**config.mk**
```make
export PLATFORM = sky130hd
export DESIGN_NAME = ir_fusion_filt
export DESIGN_NICKNAME = d
export VERILOG_FILES = /design/src/rtl/ir_fusion_filt.sv
export SDC_FILE = /design/constraint.sdc
export NUM_CORES = 1
export LEC_CHECK = 0
export BUFFER_PORTS_ARGS = -buffer_cell sky130_fd_sc_hd__buf_2
export CORE_UTILIZATION = 56
export DETAILED_ROUTE_END_ITERATION = 7
export GPL_TIMING_DRIVEN = 0
export PLACE_DENSITY = 0.77
export SLEW_MARGIN = 20
export SYNTH_ARGS = -nofsm -noshare
export SYNTH_HDL_FRONTEND = slang
export SYNTH_SLANG_ARGS = --single-unit
```
**constraint.sdc**
```tcl
create_clock -name clk -period 5.8 [get_ports clk]
set_clock_uncertainty 0.2 [all_clocks]
set_input_delay 0.58 -clock clk [delete_from_list [all_inputs] [get_ports clk]]
set_output_delay 0.58 -clock clk [all_outputs]
set_load 0.005 [all_outputs]
```
**src/rtl/ir_fusion_filt.sv**
```systemverilog
// IR wall-following heading fusion: debounced openings, per-channel moving average,
// fill/run sequencing and a saturated heading correction, two register stages deep.
module ir_fusion_filt #(
  parameter int              IR_W     = 12,
  parameter int              HDNG_W   = 12,
  parameter int              DTRM_W   = 9,
  parameter logic [IR_W-1:0] NOM_IR   = IR_W'(12'h900),
  parameter int              AVG_LOG2 = 2,
  parameter int              OPN_DB   = 3
) (
  input  logic                     clk,
  input  logic                     rst,
  input  logic                     smpl_vld,
  input  logic [IR_W-1:0]          lft_IR,
  input  logic [IR_W-1:0]          rght_IR,
  input  logic                     lft_opn,
  input  logic                     rght_opn,
  input  logic signed [DTRM_W-1:0] IR_Dtrm,
  input  logic                     en_fusion,
  input  logic signed [HDNG_W-1:0] dsrd_hdng,
  output logic signed [HDNG_W-1:0] dsrd_hdng_adj,
  output logic                     adj_vld,
  output logic                     filt_rdy
);

  localparam int DEPTH = 1 << AVG_LOG2;
  localparam int SUM_W = IR_W + AVG_LOG2;
  localparam int PTR_W = (AVG_LOG2 > 0) ? AVG_LOG2 : 1;
  localparam int CNT_W = $clog2(DEPTH + 1);
  localparam int DB_W  = (OPN_DB > 1) ? $clog2(OPN_DB) : 1;

  typedef enum logic {FILL, RUN} state_t;

  logic [IR_W-1:0]          buf_l_q [DEPTH];
  logic [IR_W-1:0]          buf_l_d [DEPTH];
  logic [IR_W-1:0]          buf_r_q [DEPTH];
  logic [IR_W-1:0]          buf_r_d [DEPTH];
  logic [SUM_W-1:0]         sum_l_q, sum_l_d, sum_r_q, sum_r_d;
  logic [PTR_W-1:0]         ptr_q, ptr_d;
  logic [CNT_W-1:0]         fill_q, fill_d;
  logic [DB_W-1:0]          db_q [2];
  logic [DB_W-1:0]          db_d [2];
  logic                     opn_q [2];
  logic                     opn_d [2];
  state_t                   state_q, state_d;
  logic                     vld_p1_q, vld_p1_d;
  logic signed [HDNG_W-1:0] adj_p2_q, adj_p2_d;
  logic                     vld_p2_q, vld_p2_d;

  logic                     raw_opn [2];
  logic                     flush;
  logic [IR_W-1:0]          avg_l, avg_r;
  logic signed [IR_W-1:0]   ir_adj;
  logic signed [HDNG_W:0]   corr;

  function automatic logic [PTR_W-1:0] ptr_inc(input logic [PTR_W-1:0] p);
    return (p == PTR_W'(DEPTH - 1)) ? '0 : p + 1'b1;
  endfunction

  function automatic logic signed [IR_W-1:0] ir_adj_f(input logic lo, input logic ro,
                                                      input logic [IR_W-1:0] al,
                                                      input logic [IR_W-1:0] ar);
    logic signed [IR_W:0] l_s, r_s, n_s, d;
    l_s = $signed({1'b0, al});
    r_s = $signed({1'b0, ar});
    n_s = $signed({1'b0, NOM_IR});
    case ({lo, ro})
      2'b11:   d = '0;
      2'b10:   d = n_s - r_s;
      2'b01:   d = l_s - n_s;
      default: d = (l_s - r_s) >>> 1;
    endcase
    return d[IR_W-1:0];
  endfunction

  function automatic logic signed [HDNG_W:0] corr_f(input logic signed [DTRM_W-1:0] dt,
                                                    input logic signed [IR_W-1:0] ia);
    logic signed [HDNG_W:0]   dt_x, ia_x, s;
    logic signed [IR_W-1:0]   ia_sh;
    ia_sh = ia >>> 5;
    dt_x  = (HDNG_W+1)'(dt);
    ia_x  = (HDNG_W+1)'(ia_sh);
    s     = (dt_x <<< 2) + ia_x;
    return s >>> 1;
  endfunction

  function automatic logic signed [HDNG_W-1:0] sat_f(input logic signed [HDNG_W-1:0] h,
                                                     input logic signed [HDNG_W:0] c);
    logic signed [HDNG_W+1:0] s, mx, mn;
    logic signed [HDNG_W-1:0] hmax, hmin;
    hmax = {1'b0, {(HDNG_W-1){1'b1}}};
    hmin = {1'b1, {(HDNG_W-1){1'b0}}};
    mx   = (HDNG_W+2)'(hmax);
    mn   = (HDNG_W+2)'(hmin);
    s    = (HDNG_W+2)'(h) + (HDNG_W+2)'(c);
    if (s > mx)      return hmax;
    else if (s < mn) return hmin;
    else             return s[HDNG_W-1:0];
  endfunction

  assign raw_opn[0] = lft_opn;
  assign raw_opn[1] = rght_opn;

  // Stage 1: debounce, window buffers/sums, fill/run sequencing
  always_comb begin
    buf_l_d  = buf_l_q;
    buf_r_d  = buf_r_q;
    sum_l_d  = sum_l_q;
    sum_r_d  = sum_r_q;
    ptr_d    = ptr_q;
    fill_d   = fill_q;
    db_d     = db_q;
    opn_d    = opn_q;
    state_d  = state_q;
    flush    = 1'b0;
    vld_p1_d = smpl_vld;
    if (smpl_vld) begin
      for (int s = 0; s < 2; s++) begin
        if (raw_opn[s] != opn_q[s]) begin
          if (db_q[s] == DB_W'(OPN_DB - 1)) begin
            opn_d[s] = raw_opn[s];
            db_d[s]  = '0;
          end else begin
            db_d[s] = db_q[s] + 1'b1;
          end
        end else begin
          db_d[s] = '0;
        end
      end
      flush = (opn_d[0] != opn_q[0]) || (opn_d[1] != opn_q[1]);
      if (flush) begin
        // the sample that flips an opening becomes the first entry of a fresh window
        for (int i = 0; i < DEPTH; i++) begin
          buf_l_d[i] = '0;
          buf_r_d[i] = '0;
        end
        buf_l_d[0] = lft_IR;
        buf_r_d[0] = rght_IR;
        sum_l_d    = SUM_W'(lft_IR);
        sum_r_d    = SUM_W'(rght_IR);
        ptr_d      = ptr_inc('0);
        fill_d     = CNT_W'(1);
        state_d    = (DEPTH == 1) ? RUN : FILL;
      end else begin
        buf_l_d[ptr_q] = lft_IR;
        buf_r_d[ptr_q] = rght_IR;
        sum_l_d        = sum_l_q + SUM_W'(lft_IR) - SUM_W'(buf_l_q[ptr_q]);
        sum_r_d        = sum_r_q + SUM_W'(rght_IR) - SUM_W'(buf_r_q[ptr_q]);
        ptr_d          = ptr_inc(ptr_q);
        if (state_q == FILL) begin
          fill_d = fill_q + 1'b1;
          if (fill_d == CNT_W'(DEPTH)) state_d = RUN;
        end
      end
    end
  end

  // Stage 2: heading correction and output register
  always_comb begin
    avg_l    = sum_l_q[SUM_W-1:AVG_LOG2];
    avg_r    = sum_r_q[SUM_W-1:AVG_LOG2];
    ir_adj   = ir_adj_f(opn_q[0], opn_q[1], avg_l, avg_r);
    corr     = corr_f(IR_Dtrm, ir_adj);
    adj_p2_d = adj_p2_q;
    vld_p2_d = vld_p1_q;
    if (vld_p1_q) begin
      adj_p2_d = (state_q == FILL || !en_fusion) ? dsrd_hdng : sat_f(dsrd_hdng, corr);
    end
  end

  always_ff @(posedge clk or posedge rst) begin
    if (rst) begin
      for (int i = 0; i < DEPTH; i++) begin
        buf_l_q[i] <= '0;
        buf_r_q[i] <= '0;
      end
      sum_l_q  <= '0;
      sum_r_q  <= '0;
      ptr_q    <= '0;
      fill_q   <= '0;
      db_q[0]  <= '0;
      db_q[1]  <= '0;
      opn_q[0] <= 1'b0;
      opn_q[1] <= 1'b0;
      state_q  <= FILL;
      vld_p1_q <= 1'b0;
      adj_p2_q <= '0;
      vld_p2_q <= 1'b0;
    end else begin
      buf_l_q  <= buf_l_d;
      buf_r_q  <= buf_r_d;
      sum_l_q  <= sum_l_d;
      sum_r_q  <= sum_r_d;
      ptr_q    <= ptr_d;
      fill_q   <= fill_d;
      db_q     <= db_d;
      opn_q    <= opn_d;
      state_q  <= state_d;
      vld_p1_q <= vld_p1_d;
      adj_p2_q <= adj_p2_d;
      vld_p2_q <= vld_p2_d;
    end
  end

  assign dsrd_hdng_adj = adj_p2_q;
  assign adj_vld       = vld_p2_q;
  assign filt_rdy      = (state_q == RUN);

endmodule
```
==> results.ini <==
[global_route]
grt_use_met2_pct=52.2
top_usage_layer=met2
overflow=0
grt_max_degree=100
grt_pass1_vias=8356
grt_pass1_wl_um=43000
antenna_found_initial=0
grtUsageTotal_pct=31.2
gr-usage-met3_pct=6.29
grtUsageMet1_pct=38.7

[setup_path]
slowest_delay_ns=0.43
cp.required_ns=5.96
worst_r2r_path_depth=24
crit_path_max_fanout=6
cp-startpoint=sum_r_q[3]$_DFFE_PP0P_
worstPathCellList=inv_1, ha_1, a21o_1, a21oi_1, o211ai_1, a211oi_2, nor2_1, mux2i_1, o31a_1, ha_1, inv_1, o21ai_0, a21oi_2, o21bai_1, a21oi_1, o21ai_0, o21ai_2, ha_2, inv_1, o2111ai_2, o32ai_4, buf_4, maj3_1, a21oi_1
ff2ff_setup_slack_ns=0.25
cp.arrival_ns=5.70
startpoint_type=register
critPathKind=reg2reg
critPathSlowestCell=dfrtp_1
r2r_end=dsrd_hdng_adj[5]$_DFFE_PP0P_
worst-path-buf-inv=4
timing.rr.start=sum_r_q[3]$_DFFE_PP0P_
cp-end-kind=register
critPathTopFamily=compound AO/OA/AOI/OAI gates

[synthesis]
synth_edf_count=0
synth_ff_type=dfrtp_1
synthCells=1019
seq_area_frac_synth_pct=37.7
synth-seq-cells=150
syn_area_um2=9970
synthArstFlopShare_pct=100
syn-num-nets=1163
ys_warn_count=0
yosys.cell_types.count=64
synth_area_per_cell_um2=9.78

[timing]
tightest_slew_ns=1.02
period_needed_ns=5.55
fin_hold_ws_ns=0.179
timing.fmax_mhz=180
slew_headroom_pct=31.7
setup_violations=0
finalHoldViolCount=0
maxSlewViolCount=0
period_share_pct=95.7

[placement]
dp_hpwl_um=19500
gp_congestion=0.936
io_buffers=64

[die]
die-area_um2=18300
core_area_um2=17400
start_util_pct=57.4
io_pins=65
die_h_um=135
die_w_um=135
num_rows=48

[cts]
cts_tree=built
clock_sinks=150
h-tree-depth=4
clk_latency_ns=0.44
cts_root_buffer=clkbuf_16
clkTransAtPathRegs_ns=0.07
cts_buffers=17
cts.path.max_buffers=2

[finish]
drive_gt1_share_pct=14.5
fin_util_pct=66.0
n_antenna_cell=0
area_delta_synth_final_pct=14.9
nFillCells=1386
fin_nets=1253

[run]
drv_cap=0

[min_path]
hold_path_class=in2reg
whs_endpoint=vld_p1_q$_DFF_PP0_
worstHoldStart=smpl_vld
hold_path_depth=1

[routing]
first_pass_iters=5
first_iter_violations=635
wl_per_cell_um=20.2
ant_nets=0
vias=8543
via_per_inst=6.34
drc=0
wl_um=27200

[run_status]
status=finished clean

## Yosys cell counts (3+ instances only)
master	n	area, um2
a211oi_1	8	60.1
o311ai_0	4	35.0
nand2b_1	9	56.3
fa_1	26	521
nor3_1	20	100
buf_1	10	37.5
o22ai_1	12	75.1
mux4_2	24	541
mux2i_1	5	50.1
mux2_2	5	56.3
a31oi_1	16	100
or3_1	8	50.1
nand3b_1	5	37.5
a21o_1	10	75.1
o2bb2ai_1	3	26.3
clkbuf_1	38	143
o211ai_1	8	60.1
a2111oi_0	5	43.8
o32ai_1	3	26.3
nand3_1	12	60.1
inv_1	130	488
dfrtp_1	150	3750
o21a_1	3	22.5
a21oi_1	64	320
xnor2_1	25	219
nor2_1	47	176
and3_1	8	50.1
o31ai_1	9	67.6
nand4_1	4	25.0
o21ai_1	4	20.0
and2_1	5	31.3
nor2b_1	11	68.8
xor2_1	14	123
ha_1	67	838
a32o_1	65	651
o2111ai_1	3	26.3
o21ai_0	68	340
nand2_1	75	282
## how the worst max path moves through the flow
stage	to	slack (ns)	cells past startpoint
2_1_floorplan	dsrd_hdng_adj[10]$_DFFE_PP0P_	0.33	23
3_3_place_gp	buf_r_q[1]$_DFFE_PP0P_	-0.80	2
3_5_place_dp	dsrd_hdng_adj[7]$_DFFE_PP0P_	-0.69	24
4_1_cts	dsrd_hdng_adj[7]$_DFFE_PP0P_	0.01	23
5_1_grt	dsrd_hdng_adj[8]$_DFFE_PP0P_	-0.11	25
6_report	dsrd_hdng_adj[5]$_DFFE_PP0P_	0.25	24
## registers in the layout, summed over array words and instances (netlist names)
name           flops
adj_vld            1
buf_l_q           48
buf_r_q           48
db_q               4
dsrd_hdng_adj     12
fill_q             3
filt_rdy           1
opn_q              2
ptr_q              2
sum_l_q           14
sum_r_q           14
vld_p1_q           1
## through the flow
step / cell area [um2] / setup slack [ns] / setup TNS, ns / std cells
2_1_floorplan: 9970 / 0.326 / 0 / 1019
3_3_place_gp: 10600 / -0.805 / -124.18 / 1308
6_report: 11500 / 0.252 / 0 / 1347
3_5_place_dp: 10600 / -0.694 / -6.47 / 1309
4_1_cts: 11300 / 0.0115 / 0 / 1342
5_1_grt: 11500 / -0.109 / -0.768 / 1347
## logic make-up (layout without fill, tap and decap cells)
| kind of cell | count (synthesis) | in the layout | synth area share [%] |
|---|---|---|---|
| compound gates | 307 | 307 | 21.5 |
| simple gates | 214 | 214 | 10.2 |
| buf+inv | 180 | 283 | 6.86 |
| flops | 150 | 150 | 37.7 |
| fa+ha+maj | 95 | 95 | 13.8 |
| xor+xnor | 39 | 39 | 3.43 |
| mux | 34 | 34 | 6.49 |
## cells in the final DEF (no fill, tap or decap), types with 4 or more instances in the layout
master	instances
clkbuf_1	38
o22ai_1	12
a32o_1	65
inv_1	129
fa_1	26
buf_1	9
nand2_1	75
xnor2_1	25
buf_2	65
o21ai_0	64
nor2b_1	11
or3_1	8
a21oi_1	60
nor2_1	45
a2111oi_0	5
o31ai_1	9
xor2_1	13
buf_4	6
nand3b_1	5
a21o_1	10
nand2b_1	9
and2_1	5
nand4_1	4
nor3_1	19
a21oi_2	4
dfrtp_1	150
mux2i_1	4
mux4_2	24
o21ai_1	6
clkbuf_16	17
bufinv_16	5
nand3_1	12
ha_1	64
mux2_2	5
o211ai_1	8
a31oi_1	15
and3_1	8
a211oi_1	7
## final cells by class
class	count	area, um2	share of cell area, %
multi-input cells	689	5670	49.5
flip-flops and latches	150	3750	32.8
inverters	130	495	4.32
clock buffers	19	443	3.87
repair buffers	72	403	3.52
well taps	225	282	2.46
clock inverters	13	220	1.92
plain buffers	49	194	1.69
## what timing repair did
| item | CTS | global route |
|---|---|---|
| hold buffers | 1 | 0 |
| pin swaps | 1 | 8 |
| endpoints found under the setup margin | 12 | 13 |
| gates resized for setup | 8 | 25 |
| setup buffers | 0 | 6 |
| hold endpoints to repair | 51 | 0 |
## layer usage
metal	vias to the layer above	part of all wire, %
met5	-	0
met4	0	3.3
met3	74	7.8
met2	388	49
met1	4194	40
li1	3887	-
Power is not shown: default switching activity piles up to over one toggle a cycle in this logic, so the estimate is an artifact.
